--- src/rtl/hp_au.sv ---
// hp_au: single-cycle-latency arithmetic/logic unit.
// A 4-bit opcode selects one of 16 operations on WIDTH-bit operands. The result and
// {Z, N, C, V} flags are registered whenever in_valid is high and held otherwise.
// Optional feature macro HP_AU_MULHI_EN: when defined, slot 9 (MULH) returns the upper
// WIDTH bits of a*b. When undefined, slot 9 returns 0 with all flags clear.

module hp_au #(
    parameter int unsigned WIDTH = 4
) (
    input  logic             clk,
    input  logic             rst_n,
    input  logic             in_valid,
    input  logic [WIDTH-1:0] a,
    input  logic [WIDTH-1:0] b,
    input  logic [3:0]       sel,
    output logic [WIDTH-1:0] result,
    output logic             out_valid,
    output logic [3:0]       flags
);

    localparam int unsigned Msb = WIDTH - 1;
    localparam logic [WIDTH-1:0] One = WIDTH'(1);

    typedef enum logic [3:0] {
        OpAdd   = 4'd0,
        OpSub   = 4'd1,
        OpInc   = 4'd2,
        OpDec   = 4'd3,
        OpAnd   = 4'd4,
        OpOr    = 4'd5,
        OpXor   = 4'd6,
        OpNot   = 4'd7,
        OpMul   = 4'd8,
        OpMulh  = 4'd9,
        OpShl   = 4'd10,
        OpShr   = 4'd11,
        OpAsr   = 4'd12,
        OpRol   = 4'd13,
        OpPassb = 4'd14,
        OpCmp   = 4'd15
    } op_e;

    logic [WIDTH-1:0]   result_q;
    logic [3:0]         flags_q;
    logic               out_valid_q;

    // INC/DEC reuse the adder/subtractor with a constant second operand.
    logic               use_one;
    logic [WIDTH-1:0]   opnd_b;
    logic [WIDTH:0]     sum;
    logic [WIDTH:0]     diff;
    logic               add_v;
    logic               sub_v;
    logic [2*WIDTH-1:0] prod;

    logic [WIDTH-1:0]   alu_res;
    logic               alu_z;
    logic               alu_n;
    logic               alu_c;
    logic               alu_v;

    assign use_one = (sel == OpInc) || (sel == OpDec);
    assign opnd_b  = use_one ? One : b;
    assign sum     = {1'b0, a} + {1'b0, opnd_b};
    assign diff    = {1'b0, a} - {1'b0, opnd_b};
    // Signed overflow: operands agree in sign (add) or differ (sub) and result sign flips.
    assign add_v   = (a[Msb] == opnd_b[Msb]) && (sum[Msb] != a[Msb]);
    assign sub_v   = (a[Msb] != opnd_b[Msb]) && (diff[Msb] != a[Msb]);
    assign prod    = {{WIDTH{1'b0}}, a} * {{WIDTH{1'b0}}, b};

    // Operation decode: result, carry/borrow and overflow, then Z/N with per-slot overrides.
    always_comb begin
        alu_res = '0;
        alu_c   = 1'b0;
        alu_v   = 1'b0;
        unique case (sel)
            OpAdd, OpInc: begin
                alu_res = sum[Msb:0];
                alu_c   = sum[WIDTH];
                alu_v   = add_v;
            end
            OpSub, OpDec, OpCmp: begin
                alu_res = (sel == OpCmp) ? '0 : diff[Msb:0];
                alu_c   = diff[WIDTH];
                alu_v   = sub_v;
            end
            OpAnd:   alu_res = a & b;
            OpOr:    alu_res = a | b;
            OpXor:   alu_res = a ^ b;
            OpNot:   alu_res = ~a;
            OpMul: begin
                alu_res = prod[Msb:0];
                alu_c   = |prod[2*WIDTH-1:WIDTH];
            end
            OpMulh: begin
`ifdef HP_AU_MULHI_EN
                alu_res = prod[2*WIDTH-1:WIDTH];
`else
                alu_res = '0;
`endif
            end
            OpShl: begin
                alu_res = {a[Msb-1:0], 1'b0};
                alu_c   = a[Msb];
            end
            OpShr: begin
                alu_res = {1'b0, a[Msb:1]};
                alu_c   = a[0];
            end
            OpAsr: begin
                alu_res = {a[Msb], a[Msb:1]};
                alu_c   = a[0];
            end
            OpRol:   alu_res = {a[Msb-1:0], a[Msb]};
            OpPassb: alu_res = b;
            default: alu_res = '0;
        endcase

        alu_z = (alu_res == '0);
        alu_n = alu_res[Msb];
        if (sel == OpCmp) begin
            // Compare reports on a-b even though the visible result is zero.
            alu_z = (diff[Msb:0] == '0);
            alu_n = diff[Msb];
        end
`ifndef HP_AU_MULHI_EN
        if (sel == OpMulh) begin
            alu_z = 1'b0;
            alu_n = 1'b0;
        end
`endif
    end

    // Output registers: load on in_valid, hold otherwise; out_valid tracks in_valid.
    always_ff @(posedge clk or negedge rst_n) begin
        if (!rst_n) begin
            result_q    <= '0;
            flags_q     <= '0;
            out_valid_q <= 1'b0;
        end else begin
            out_valid_q <= in_valid;
            if (in_valid) begin
                result_q <= alu_res;
                flags_q  <= {alu_z, alu_n, alu_c, alu_v};
            end
        end
    end

    assign result    = result_q;
    assign flags     = flags_q;
    assign out_valid = out_valid_q;

endmodule

--- config.mk ---
export PLATFORM = sky130hd
export DESIGN_NAME = hp_au
export DESIGN_NICKNAME = d
export VERILOG_FILES = /design/src/rtl/hp_au.sv
export SDC_FILE = /design/constraint.sdc
export NUM_CORES = 1
export LEC_CHECK = 0
export CORE_MARGIN = 2
export CORE_UTILIZATION = 50
export CTS_CLUSTER_DIAMETER = 50
export DETAILED_ROUTE_END_ITERATION = 10
export MAX_ROUTING_LAYER = met4
export PLACE_DENSITY = 0.75
export RECOVER_POWER = 50
export SYNTH_ARGS = -nofsm -noshare
export SYNTH_HDL_FRONTEND = slang
export SYNTH_SLANG_ARGS = --single-unit
--- constraint.sdc ---
create_clock -name clk -period 0.87 [get_ports clk]
set_input_delay 0.174 -clock clk [delete_from_list [all_inputs] [get_ports clk]]
set_output_delay 0.174 -clock clk [all_outputs]
set_load 0.02 [all_outputs]
==> flow_summary.yaml <==
synthesis:
  synth_nets: 270
  synth_ff_type: "dfrtp_1"
  async_flop_share_pct: 100.0
  ys_ff_latch: 9
  yosysSeqAreaShare_pct: 12.60
  syn_avg_cell_area_um2: 8.127
  synth_cells: 220
  ys_types: 55
  synth-edff-count: 0
  yosys_warnings: 0
  syn_area_um2: 1788
worst_setup_path:
  timing.rr.start: "flags[1]"
  critical_path_required_ns: 1.08
  cp-endpoint: "flags[2]"
  worst_setup_path_end_kind: "flop"
  path_max_fanout: 3
  reg2reg_to: "flags[1]"
  start_kind: "input port"
  critical_path_class: "in2reg"
  arrival_ns: 3.27
  regToRegSetupSlack_ns: -0.15
  crit_start: "a[1]"
  rr_worst_depth: 4
global_routing:
  antenna_found_initial: 0
  grt_pass1_vias: 2183
  grt_max_degree: 20
  track_usage_pct: 32.86
  grt_overflow: 0
  grt_pass1_wl_um: 10230
outcome:
  violations: "negative setup slack"
  outcome: "complete, but fails checks"
sta:
  whs_ns: 0.3345
  rsz0062_at_grt: "yes"
  worst_slack_ns: -2.182
  finalCritPeriodShare_pct: 350.9
  hold_viol: 0
  finClkSkew_ns: 0
  max_freq_mhz: 327.6
  tightest_slew_ns: 0.6111
  setup_tns_ns: -13.60
  setup_viol: 17
  drv_slew: 0
  fin_crit_ns: 3.052
  relSlewSlack_pct: 59.26
floorplan:
  die_area_um2: 4070
  dieWidth_um: 63.80
  initial_utilization_pct: 52.75
  core_area_um2: 3390
  ios: 24
  num_rows: 21
  die_y_um: 63.80
power_and_ir_drop:
  p_leak_uw: 0.001387
  power.share.clock_pct: 12.4
  swShare_pct: 42.73
  share_comb_of_total_power_pct: 70.0
  switchingPower_uw: 1276
  internal_power_uw: 1711
  seqPwrFrac_pct: 17.6
  ir_worst_vdd_mv: 0.6263
  power_density_nw_per_um2: 1020
final_layout:
  syn2layout_area_growth_pct: 63.82
  final_util_pct: 86.42
  fin_nets: 363
  drive_gt1_share_pct: 47.76
  diodes: 0
clock_tree:
  h-tree-depth: 1
  clk_pin_slew_ns: 0.08
  cts-buffers-inserted: 3
  cts_num_sinks: 9
  clkLatencyLatePin_ns: 0.28
  root_buffer: "clkbuf_4"
  ctsLongestPathBuffers: 2
  cts_tree: "done"
detailed_routing:
  ant_nets: 0
  wl_per_cell_um: 21.66
  routed_wl_um: 7756
  drtPass1Iterations: 6
  drtIter0Drc: 324
  remaining_drc_errors: 0
  route.vias.total: 2315
  viasPerCell: 6.466
placed_design:
  dpl.hpwl_um: 4106
  pre_cts_ws_ns: -2.842
  place.gp.congestion: 0.8883
  port_buffers: 23
hold_path:
  hp-class: "in2async"
run:
  drv_cap: 0
-- synthesized netlist by cell type, types with 4 or more instances --
cell      number  area (um2)
nand2_1       15       56.30
nand2b_1       6       37.54
fa_1           6       120.1
buf_2          6       30.03
dfrtp_1        9       225.2
mux2i_1        9       90.09
a21oi_1        9       45.04
nor3b_1        4       30.03
o21ai_0        9       45.04
nor2b_1        4       25.02
inv_1         24       90.09
o221ai_1       4       35.03
ha_1          29       362.9
nor2_1        21       78.83
o22ai_1        4       25.02
nor3_1         5       25.02
a31oi_1        5       31.28
-- flip-flops by register name, summed over array words and instances (netlist names) --
signal / cells
result: 4
flags: 4
out_valid: 1
-- final cells by class --
type                    count  area (um2)
multi-input cells         174        1658
repair buffers             99       850.8
fillers                   167       460.4
flip-flops and latches      9       225.2
inverters                  26       111.4
well taps                  46       57.56
clock buffers               4       26.28
-- power by group through the flow --
stage	Combinational (uW)	Sequential, uW	Clock (uW)
global route	2190	530	400
global placement	1460	513	0
detailed placement	1500	516	0
floorplan	749	585	0
finish	2090	527	370
CTS	1700	515	352
-- placed cells by master, fill, tap and decap left out, types with 3 or more instances in the layout --
cell type	Yosys	layout
a21oi_1	9	8
a31oi_1	5	5
buf_4	1	66
buf_6	2	22
buf_8	0	3
clkbuf_4	0	4
dfrtp_1	9	9
fa_1	6	3
fa_2	0	3
ha_1	29	18
ha_2	0	4
ha_4	0	7
inv_1	24	19
inv_2	1	3
mux2i_1	9	9
nand2_1	15	11
nand2b_1	6	5
nand3_1	3	3
nor2_1	21	19
nor3_1	5	4
nor3b_1	4	3
o211ai_1	3	3
o21ai_0	9	4
o22ai_1	4	3
xor2_1	3	3
-- critical path, cell delays in order --
cell and delay (ns):
buf_8 0.08, nand2_4 0.04, fa_1 0.56, inv_2 0.06, fa_2 0.49, fa_1 0.54
or3b_1 0.37, a211oi_2 0.27, nor3_1 0.13, a221oi_2 0.31, a31oi_1 0.10, o2bb2ai_1 0.14
-- cells by family after synthesis --
group                    synth area share, %
AND/OR/NAND/NOR                        18.54
AO/OA/AOI/OAI                          23.23
buffers and inverters                  9.237
adder cells (fa/ha/maj)                27.01
multiplexers                           6.928
flip-flops                             12.60
XOR/XNOR                               2.450
-- through the flow --
| step | instances | power [uW] | instance area, um2 |
|---|---|---|---|
| global placement | 338 | 1977 | 2479 |
| detailed placement | 338 | 2013 | 2479 |
| CTS | 354 | 2565 | 2700 |
| finish | 358 | 2987 | 2929 |
| floorplan | 220 | 1335 | 1812 |
| global route | 358 | 3116 | 2929 |
-- timing repair --
| action | CTS | global route |
|---|---|---|
| cloned | 0 | 0 |
| hold buffers | 0 | 0 |
| setup endpoints to repair | 17 | 17 |
| gates resized for setup | 127 | 54 |
| setup buffers | 12 | 7 |
| pin swaps | 21 | 17 |
-- worst min path at each step --
stage / from / depth (start not counted) / endpoint
2_1_floorplan: rst_n / 0 / flags[0]
3_3_place_gp: rst_n / 2 / result[0]
3_5_place_dp: rst_n / 2 / result[1]
4_1_cts: rst_n / 2 / result[2]
5_1_grt: rst_n / 2 / result[0]
6_report: rst_n / 2 / flags[1]
-- layer usage --
layer | share of wire [%] | up-vias | GRT usage (%) | routed length, um
met5 | 0 | - | - | 0
li1 | - | 971 | - | -
met1 | 36 | 1078 | 40.13 | 2791
met3 | 11 | 62 | 6.162 | 867
met4 | 6.7 | 0 | 13.04 | 516
met2 | 46 | 204 | 53.52 | 3581
(Power assumes the default switching activity.)
